<file path="src/rtl/knn_vote.sv">
// knn_vote: majority vote over a K-entry nearest-neighbour list.
// A start request latches the list, TALLY counts one entry per cycle into
// N per-label counters, SCAN walks the counters to find the winner (lowest
// label wins ties), and DONE presents the result until it is accepted.
//
// Result handshake: the result transfers on the rising edge where
// out_valid=1 and out_ready=1 are both sampled; out_valid never depends
// combinationally on out_ready, and class_out/votes/err stay stable while
// out_valid is high and the transfer has not happened yet.
module knn_vote #(
  parameter int K         = 4,
  parameter int N         = 10,
  parameter int DATA_INFO = 40
) (
  input  logic                   clk,
  input  logic                   rst,
  input  logic                   start,
  input  logic [K*DATA_INFO-1:0] nb_list,
  output logic                   busy,
  output logic                   out_valid,
  input  logic                   out_ready,
  output logic [7:0]             class_out,
  output logic [7:0]             votes,
  output logic                   err,
  output logic [1:0]             state_dbg
);

  typedef enum logic [1:0] {
    IDLE  = 2'd0,
    TALLY = 2'd1,
    SCAN  = 2'd2,
    DONE  = 2'd3
  } state_t;

  localparam logic [8:0] K_LAST = 9'(K - 1);
  localparam logic [8:0] N_LAST = 9'(N - 1);
  localparam logic [8:0] N_W    = 9'(N);

  state_t                 state;
  logic [K*DATA_INFO-1:0] nb_reg;
  logic [7:0]             cnt [N];
  logic [8:0]             step;
  logic [7:0]             best_label;
  logic [7:0]             best_cnt;

  logic [7:0]             cur_label;
  logic                   label_ok;
  logic [7:0]             scan_cnt;

  assign state_dbg = state;

  // Select the label of the entry being tallied this cycle.
  always_comb begin
    cur_label = '0;
    for (int i = 0; i < K; i++) begin
      if (step == 9'(i)) cur_label = nb_reg[i*DATA_INFO +: 8];
    end
    label_ok = ({1'b0, cur_label} < N_W);
  end

  // Select the counter being inspected this SCAN cycle.
  always_comb begin
    scan_cnt = '0;
    for (int i = 0; i < N; i++) begin
      if (step == 9'(i)) scan_cnt = cnt[i];
    end
  end

  // Control FSM with registered outputs, counters and running best.
  always_ff @(posedge clk) begin
    if (!rst) begin
      state      <= IDLE;
      nb_reg     <= '0;
      step       <= '0;
      best_label <= '0;
      best_cnt   <= '0;
      busy       <= 1'b0;
      out_valid  <= 1'b0;
      class_out  <= '0;
      votes      <= '0;
      err        <= 1'b0;
      for (int i = 0; i < N; i++) cnt[i] <= '0;
    end else begin
      case (state)
        IDLE: begin
          if (start) begin
            nb_reg     <= nb_list;
            step       <= '0;
            best_label <= 8'hFF;
            best_cnt   <= '0;
            err        <= 1'b0;
            busy       <= 1'b1;
            for (int i = 0; i < N; i++) cnt[i] <= '0;
            state      <= TALLY;
          end
        end
        TALLY: begin
          if (label_ok) begin
            for (int i = 0; i < N; i++) begin
              if (cur_label == 8'(i)) cnt[i] <= cnt[i] + 8'd1;
            end
          end else begin
            err <= 1'b1;
          end
          if (step == K_LAST) begin
            step  <= '0;
            state <= SCAN;
          end else begin
            step <= step + 9'd1;
          end
        end
        SCAN: begin
          // Strictly-greater replacement keeps the lowest label on ties.
          if (scan_cnt > best_cnt) begin
            best_cnt   <= scan_cnt;
            best_label <= step[7:0];
          end
          if (step == N_LAST) begin
            step  <= '0;
            state <= DONE;
          end else begin
            step <= step + 9'd1;
          end
        end
        DONE: begin
          // First DONE cycle publishes the result; afterwards wait for accept.
          if (!out_valid) begin
            class_out <= best_label;
            votes     <= best_cnt;
            out_valid <= 1'b1;
            busy      <= 1'b0;
          end else if (out_ready) begin
            out_valid <= 1'b0;
            state     <= IDLE;
          end
        end
        default: state <= IDLE;
      endcase
    end
  end

endmodule

</file>
<file path="config.mk">
export PLATFORM = sky130hd
export DESIGN_NAME = knn_vote
export DESIGN_NICKNAME = d
export VERILOG_FILES = /design/src/rtl/knn_vote.sv
export SDC_FILE = /design/constraint.sdc
export NUM_CORES = 1
export LEC_CHECK = 0
export ABC_AREA = 0
export BUFFER_PORTS_ARGS = -buffer_cell sky130_fd_sc_hd__buf_4
export CORE_MARGIN = 8
export CORE_UTILIZATION = 40
export CTS_CLUSTER_DIAMETER = 100
export DETAILED_ROUTE_END_ITERATION = 7
export MAX_ROUTING_LAYER = met4
export PLACE_DENSITY = 0.6
export SKIP_LAST_GASP = 1
export SLEW_MARGIN = 15
export SYNTH_ARGS = -nofsm -noshare
export SYNTH_HDL_FRONTEND = slang
export SYNTH_SLANG_ARGS = --single-unit
</file>
<file path="constraint.sdc">
create_clock -name clk -period 4.16 [get_ports clk]
set_input_delay 0.624 -clock clk [delete_from_list [all_inputs] [get_ports clk]]
set_output_delay 0.624 -clock clk [all_outputs]
set_load 0.005 [all_outputs]
</file>
== Word level (Yosys, flattened, before mapping) ==
Memory sizes are Yosys's and may differ from the RTL's.
Index checks and enable logic that the tools add are counted.
W data, S select, Z words.

* Memories kept: 1
* Output and inout bits: 21
* Logic and storage cells: 201
* Flip-flop bits (word level): 174
* Memory bits (writable): 80

{| class="wikitable"
|+ Memories
! memory !! depth !! bits a word !! rd ports !! clocked after Yosys merged registers in !! write ports !! RTL line !! RTL
|-
| cnt || 10 || 8 || 10 || 0 || 10 || 41 || <nowiki>logic [7:0] cnt [N];</nowiki>
|}

* Equality and inequality tests: 29
* Mux-type cells: 113
* Bitwise logic cells: 21
* Reductions and logical operators: 14
* Add/subtract/negate cells: 11
* $lt $le $gt $ge: 2

{| class="wikitable"
|+ Operator list
! kind !! number
|-
| $mux W8 || 38
|-
| $add A8 B1 Y8 const B || 10
|-
| $mux W1 || 61
|-
| $eq A9 B3 Y1 const B || 4
|-
| $eq A8 B3 Y1 const B || 4
|-
| $pmux W8 S2 || 2
|-
| $mux W9 || 3
|-
| $pmux W9 S3 || 1
|-
| $or A1 B1 Y1 || 20
|-
| $eq A9 B2 Y1 const B || 2
|-
| $eq A9 B4 Y1 const B || 2
|-
| $eq A8 B2 Y1 const B || 2
|-
| $eq A8 B4 Y1 const B || 2
|-
| $ne A2 B2 Y1 const B || 8
|-
| $mux W2 || 5
|-
| $add A9 B1 Y9 const B || 1
|-
| $eq A9 B1 Y1 const B || 1
|-
| $logic_not A9 Y1 || 1
|-
| $reduce_and A3 Y1 || 3
|-
| $eq A8 B1 Y1 const B || 1
|-
| $gt A8 B8 Y1 || 1
|-
| $logic_not A8 Y1 || 1
|-
| $lt A8 B4 Y1 const B || 1
|-
| $pmux W2 S4 || 1
|-
| 9 further kinds || 15
|}

== Logic depth before layout (Yosys ltp) ==
Gate-level depths: netlist of run 1.

* Word-level depth: 14
* Mapped depth: 17
* Gate-level depth less buffers: 13

== Worst setup path before layout of run 1 ==
Ideal clock, no wire load.

* Kind: reg2reg
* From: reg step[0]
* To: reg best_cnt[4]
* Slack: 0.307 ns
* Path buffers: 4
* Stages on the path, launching flop included: 18
* Data required time: 4.100 ns
* Arrival: 3.793 ns
* Library setup time: 0.060 ns
* Path through: dfxtp_1 > inv_1 > ha_1 > clkbuf_1 > clkbuf_1 > buf_1 > nand2_1 > nand2_1 > a32oi_1 > o31a_1 > nor2_1 > ha_1 > a21o_1 > a211o_1 > o311ai_1 > clkbuf_1 > and3_1 > a41o_1

* Longest elaborated chain between the ends: 14
* Elaborated cells between the ends (all ways): 25

{| class="wikitable"
|+ RTL lines
! item !! RTL line !! RTL
|-
| from (decl) || 42 || <nowiki>logic [8:0] step;</nowiki>
|-
| from (signal assigned) || 109 || <nowiki>step <= step + 9'd1;</nowiki>
|-
| from (signal assigned) || 122 || <nowiki>step <= step + 9'd1;</nowiki>
|-
| $logic_not A9 Y1 || 65 || <nowiki>if (step == 9'(i)) scan_cnt = cnt[i];</nowiki>
|-
| $mux W8 (9 in a row) || 65 ||
|-
| $mux W8 * || 65 ||
|-
| $gt A8 B8 Y1 || 114 || <nowiki>if (scan_cnt > best_cnt) begin</nowiki>
|-
| $ne A2 B2 Y1 (no source line) || -- ||
|-
| $reduce_and A3 Y1 (no source line) || -- ||
|-
| to (signal assigned) || 115 || <nowiki>best_cnt <= scan_cnt;</nowiki>
|-
| to (decl) || 44 || <nowiki>logic [7:0] best_cnt;</nowiki>
|}

Mark *: on every way between the ends. The rest lies on a longest branch, timed or not. The select of a mux whose other input is x is not followed.
A chain may end at the register's enable or synchronous reset.

== Final worst setup path of run 1 ==
* From: reg step[0]
* To: reg best_label[5]

* Longest elaborated chain between the ends: 14
* Elaborated cells between the ends (all ways): 23

{| class="wikitable"
|+ RTL lines
! item !! RTL line !! RTL
|-
| $logic_not A9 Y1 || 65 ||
|-
| $mux W8 (9 in a row) || 65 ||
|-
| $mux W8 * || 65 ||
|-
| $gt A8 B8 Y1 * || 114 ||
|-
| $ne A2 B2 Y1 (no source line) * || -- ||
|-
| $reduce_and A3 Y1 (no source line) * || -- ||
|-
| to (signal assigned) || 116 || <nowiki>best_label <= step[7:0];</nowiki>
|-
| to (decl) || 43 || <nowiki>logic [7:0] best_label;</nowiki>
|}

Mark *: on every way between the ends. The rest lies on a longest branch, timed or not.

==> flow_summary.toml, run 1 <==
[run_status]
status = "completed"

[logic_synthesis]
synth_top_area_share_pct = 27.37
syn_inst = 882
synth_edf_count = 80
synth-async-reset-ratio_pct = 0
synthDistinctLibCells = 72
syn_nets = 1072
synth-main-ff-cell = "edfxtp_1"
syn_area_um2 = 8776
synthTopCellsByCount = "edfxtp_1 (80), nand2_1 (80), dfxtp_1 (78)"
synthTopCellsByArea = "edfxtp_1 (27%), dfxtp_1 (18%), nor3_2 (4.8%), xor2_1 (3.9%), ha_1 (3.7%)"
yosys_warnings = 0
synth_top_area_cell = "edfxtp_1"
synth-seq-area-share_pct = 45.17
avgSynthCellArea_um2 = 9.950
synth_seq_cells = 158

[clock_network]
clock-sinks = 158
cts_repair_resize_count = 0
cts_tree = "yes"
clockBufferDepth = 2
clock_latency_ns = 0.43
cts_htree_levels = 4
post-cts-setup-buffer-count = 0
numCtsBuffers = 17
ctsHoldBuffers = 0
path_clk_slew_ns = 0.07
clockRootBuffer = "clkbuf_16"

[placed_design]
io_buffers = 56
dpl.hpwl_um = 15910
dpl-instance-area_um2 = 9669
gp_congestion = 0.8874
pre_cts_ws_ns = 0.1571

[timing]
max_freq_mhz = 255.3
drv_slew = 0
worst_slack_ns = 0.2426
worst_pin_slew_ns = 0.9915
layout_min_cycle_time_ns = 3.917
setup_viol = 0
hold_violations = 0
max-slew-margin-rel_pct = 33.76
skew_ns = 0.01075
post-route-period-util_pct = 94.17
fin_tns_setup_ns = 0
rsz0062_at_grt = "false"

[setup_path]
cpMostUsedCell = "ha_1"
end_kind = "register"
critPathKind = "reg2reg"
worstSetupStartpointType = "register"
crit_fanout = 9
max_stage_delay_ns = 0.44
r2r-start = "step[0]"
cp_slowest_cell = "dfxtp_1"
required_ns = 4.54
crit_chain = "inv_1 -> ha_1 -> buf_4 -> nor2b_1 -> o21ai_0 -> a32oi_1 -> o31a_1 -> nor2_1 -> ha_1 -> a21o_1 -> a211o_1 -> o311a_1 -> nand2_1 -> o211a_1"
crit_family = "compound AO/OA/AOI/OAI gates"
cp-startpoint = "step[0]"
worstPathArrival_ns = 4.29
path_buf_inv = 2

[pwr]
p_leak_nw = 3.815
finalPower_mw = 5.485
ir_drop_v = 0.0002908
p_per_area_nw_per_um2 = 533.2

[global_route]
grt_pass1_vias = 6581
grt_pass1_wl_um = 35320
antenna_found_initial = 1
gr-total-overflow = 0
grt_max_degree = 48
grt.total_usage_pct = 17.06

[layout]
stdcell_area_um2 = 10290
finish.net_count = 1141
largest_register_ffs = 80
drive_gt1_share_pct = 20.64
area_delta_synth_final_pct = 17.22
fin_util_pct = 47.43

[routing]
via_per_inst = 5.507
wl_um = 22010
first_pass_iters = 6
ant_nets = 0
drt-initial-drc-count = 563
vias = 6856
wl_per_cell_um = 17.68
drc = 0

[worst_hold_path]
hold_class = "in2reg"
hp-start = "out_ready"

[die]
rows = 54
start_util_pct = 40.46
die_w_um = 164.1
core-area_um2 = 21690
fp.dieH_um = 164.1
die_area_um2 = 26940
top_level_ports = 185

[flow_run]
maxCapViolCount = 0
==> metal layers <==
metal	GRT usage (%)	up-vias	wire, µm
met2	25.22	181	9956
met5	-	-	0
met4	4.917	0	299
met3	3.935	20	1267
met1	22.93	3256	10480
li1	-	3399	-
==> where the power goes <==
part           internal [mW]  switching [mW]  leakage [nW]  total, mW
clock network          0.892           0.678         0.294       1.57
logic                  0.689           0.981          2.02       1.67
registers               1.97           0.277          1.50       2.25
==> through the flow <==
| stage | std cells | hold slack [ns] |
|---|---|---|
| after floorplan | 882 | 0.4358 |
| after global placement | 1212 | 0.4510 |
| after detailed placement | 1212 | 0.4571 |
| after CTS | 1244 | 0.3814 |
| after global routing | 1245 | 0.3795 |
| final | 1245 | 0.3952 |
==> logic make-up after synthesis <==
| logic type | after synthesis | synth area share (%) |
|---|---|---|
| buffers and inverters | 81 | 4.035 |
| muxes | 3 | 0.3422 |
| AOI/OAI and AO/OA | 191 | 16.51 |
| and+or+nand+nor | 356 | 23.55 |
| xor gates and xnor gates | 67 | 6.687 |
| adders and majority gates | 26 | 3.707 |
| DFF | 158 | 45.17 |
==> final cells by class <==
cell class	instances	area, µm²
diodes	1	2.502
clock buffers	20	467.9
clock inverters	12	122.6
fillers	2077	11400
inverters	30	112.6
multi-input cells	643	4497
flip-flops and latches	158	3964
well taps	280	350.3
repair buffers	101	770.7
==> worst reg2reg max path: cells and delay by family (launching register included) <==
kind / cells / cell delay, ns
AO/OA/AOI/OAI: 7 / 1.98
adder cells (fa/ha/maj): 2 / 0.59
AND/OR/NAND/NOR: 3 / 0.51
flip-flops: 1 / 0.44
buffers and inverters: 2 / 0.35
==> final timing paths <==
kind	end	slack [ns]	cells past startpoint
setup / recovery	best_label[5]	0.24	14
hold / removal	out_valid	0.40	2
setup reg to reg	best_label[5]	0.24	14
hold reg to reg	class_out[2]	0.46	2
==> layout by cell type (no fill, tap or decap), types with 8 or more instances in the layout <==
cell,count
buf_4,100
nand2_1,80
edfxtp_1,80
dfxtp_1,78
nand3_1,52
nor3_2,42
nor3_1,41
xor2_1,39
nor2_1,36
a22o_1,34
inv_1,30
xnor2_1,28
ha_1,25
o21ai_0,24
and3_1,22
clkbuf_16,18
a21oi_1,17
a21boi_0,17
nand2b_1,16
nand3b_1,12
nor2b_1,11
o211a_1,11
o31ai_1,10
a221oi_1,8
a211o_1,8
nand4_1,8
Power figures use the tool's default switching activity.
==> inputs of run 2 (changes only) <==
--- a/config.mk
+++ b/config.mk
@@ -5,7 +5,7 @@
 export SDC_FILE = /design/constraint.sdc
 export NUM_CORES = 1
 export LEC_CHECK = 0
-export ABC_AREA = 0
+export ABC_AREA = 1
 export BUFFER_PORTS_ARGS = -buffer_cell sky130_fd_sc_hd__buf_4
 export CORE_MARGIN = 8
 export CORE_UTILIZATION = 40
@@ -13,6 +13,7 @@
 export DETAILED_ROUTE_END_ITERATION = 7
 export MAX_ROUTING_LAYER = met4
 export PLACE_DENSITY = 0.6
+export RECOVER_POWER = 50
 export SKIP_LAST_GASP = 1
 export SLEW_MARGIN = 15
 export SYNTH_ARGS = -nofsm -noshare
==> run 2 against run 1 <==
  * Sequential power decreased by 3%
  * Critical endpoint is now best_label[1]
  * Global-route usage fell by 1.1 points
  * Power down 0.28%
  * First-iteration DRC count decreased by 14%
  * Cell count increased by 13%
  * Largest cell class is now flip-flops and latches
  * Area after synthesis decreased by 3.8%
  * Largest power group unchanged
  * Hold slack gained 0.024 ns
==> flow_summary.toml, run 2 <==
[timing]
max-slew-margin-rel_pct = 5.412
setup_viol = 0
post-route-period-util_pct = 88.69
hold_violations = 0
layout_min_cycle_time_ns = 3.690
rsz0062_at_grt = "false"
worst_slack_ns = 0.4703
max_freq_mhz = 271.0
worst_pin_slew_ns = 1.419
fin_tns_setup_ns = 0
holdWs_ns = 0.4187
drv_slew = 0
skew_ns = 0.008467

[logic_synthesis]
post-synth-top-count-cell = "nand2_1"
synth-async-reset-ratio_pct = 0
synth_xor_area_share_pct = 6.434
synth-main-ff-cell = "edfxtp_1"
muxShareOfSynthArea_pct = 0
syn_area_um2 = 8439
synthTopCellsByCount = "nand2_1 (199), nor2_1 (139), inv_1 (134)"
synth_compound_gate_area_share_pct = 9.162
synthDistinctLibCells = 40
syn_nets = 1247
synth_edf_count = 80
synthAdderAreaFrac_pct = 3.855
yosys_warnings = 0
synth_seq_cells = 158
synth_top_family_by_area = "simple AND/OR/NAND/NOR gates"
synth_top_area_share_pct = 28.47
synth-simple-area-share_pct = 25.99
synth-seq-area-share_pct = 46.97
avgSynthCellArea_um2 = 7.984
syn_inst = 1057
synthTopCellsByArea = "edfxtp_1 (28%), dfxtp_1 (19%), nand2_1 (8.9%), nand3_1 (6.5%), nor2_1 (6.2%)"
synth_top_area_cell = "edfxtp_1"

[routing]
wl_um = 19770
via_per_inst = 4.905
vias = 6921
drc = 0
ant_nets = 0
first_pass_iters = 5
wl_per_cell_um = 14.01
drt-initial-drc-count = 484

[pwr]
p_per_area_nw_per_um2 = 559.7
ir_drop_v = 0.0002523
p_leak_nw = 4.145

[clock_network]
cts_htree_levels = 4
clock_latency_ns = 0.43
ctsHoldBuffers = 0
cts_tree = "yes"
clock-sinks = 158
clockBufferDepth = 2
numCtsBuffers = 17
path_clk_slew_ns = 0.07
clockRootBuffer = "clkbuf_16"

[global_route]
grt_pass1_vias = 6674
grt.total_usage_pct = 15.92
grt_max_degree = 64
busiest_layer = "met2"
antenna_found_initial = 0
met2_usage_pct = 25.15
grt.met1_usage_pct = 20.36
gr-total-overflow = 0
grt.met3_usage_pct = 2.622
grt_pass1_wl_um = 32910

[setup_path]
end_kind = "register"
required_ns = 4.52
critPathKind = "reg2reg"
crit_fanout = 13
worstPathArrival_ns = 4.05
worstSetupStartpointType = "register"

[layout]
drive_gt1_share_pct = 11.18
largest_register_ffs = 80
finish.net_count = 1313
layout_common_cells = "nand2_1 (208), nor2_1 (141), inv_1 (133)"
area_delta_synth_final_pct = 15.80
diodes = 0
layout_commonest_cell = "nand2_1"

[placed_design]
io_buffers = 56
dpl.hpwl_um = 14530
gp_congestion = 0.8126
pre_cts_ws_ns = 0.3661

[die]
die_area_um2 = 26000
start_util_pct = 40.40
rows = 53
top_level_ports = 185
core-area_um2 = 20890
die_w_um = 161.3
fp.dieH_um = 161.3

[flow_run]
maxCapViolCount = 0

[run_status]
status = "completed"

[worst_hold_path]
hold_class = "in2reg"
-- run 2: final timing paths --
check | startpoint | end | slack [ns] | depth (start not counted)
max | step[1] | best_label[1] | 0.47 | 27
min | nb_list[122] | nb_reg[122] | 0.42 | 3
max reg2reg | step[1] | best_label[1] | 0.47 | 27
min reg2reg | nb_reg[41] | nb_reg[41] | 0.45 | 2
-- run 2: report_power, final --
group | total, mW | switching (mW) | internal, mW
clock | 1.64 | 0.699 | 0.943
sequential | 2.18 | 0.214 | 1.97
combinational | 1.64 | 1.08 | 0.567
-- run 2: worst max-delay path, cell delays in order, from the launching register on --
cell and delay [ns]:
dfxtp_2 0.35, inv_1 0.14, ha_1 0.18, inv_1 0.09, nor2_8 0.18, nand4_1 0.10
buf_4 0.19, nand3_1 0.10, nand3_1 0.08, nand3_1 0.09, nand2_1 0.07, nand2_1 0.09
nand2_1 0.05, nand2_1 0.08, nand2_1 0.06, nand2_1 0.09, a21boi_0 0.10, ha_1 0.30
nand2_1 0.06, nor2_1 0.15, nand3_1 0.09, nor2_1 0.10, o21a_1 0.13, nor2_1 0.05
nand2_1 0.17, clkinvlp_4 0.19, buf_4 0.20, a21oi_1 0.14
-- run 2: final cells by class --
cell class / instances / area, µm²
Clock buffer: 18 / 450.4
Clock inverter: 14 / 171.4
Fill cell: 2113 / 11120
Inverter: 139 / 526.8
Multi-Input combinational cell: 731 / 3776
Sequential cell: 158 / 3966
Tap cell: 275 / 344.1
Timing Repair Buffer: 75 / 533.0
Timing Repair inverter: 1 / 5.005
-- run 2: logic make-up (layout without fill, tap and decap cells) --
| group | after synthesis | in the layout |
|---|---|---|
| AND/OR/NAND/NOR | 500 | 500 |
| buffers and inverters | 168 | 247 |
| flip-flops | 158 | 158 |
| AO/OA/AOI/OAI | 143 | 143 |
| XOR/XNOR | 62 | 62 |
| adder cells (fa/ha/maj) | 26 | 26 |
-- run 2: what timing repair did --
item | CTS | global route
buffers inserted | 0 | 2
endpoints found under the setup margin | 0 | 16
hold endpoints to repair | 0 | 0
gates resized for setup | 0 | 6
-- run 2: routing by layer --
metal / part of all wire, % / up-vias
met3: 2.9 / 26
met4: 1.9 / 0
met1: 50 / 3203
met5: 0 / -
met2: 45 / 102
li1: - / 3590
-- run 2: stage by stage --
step                util, %  power [mW]  std cells  cell area (µm²)
detailed placement    44.12       3.905       1376             9215
global placement      44.12       3.887       1376             9215
global route          46.79       5.868       1411             9773
CTS                   47.09       5.561       1408             9837
floorplan                 -       3.329       1057             8439
finish                46.79       5.470       1411             9773
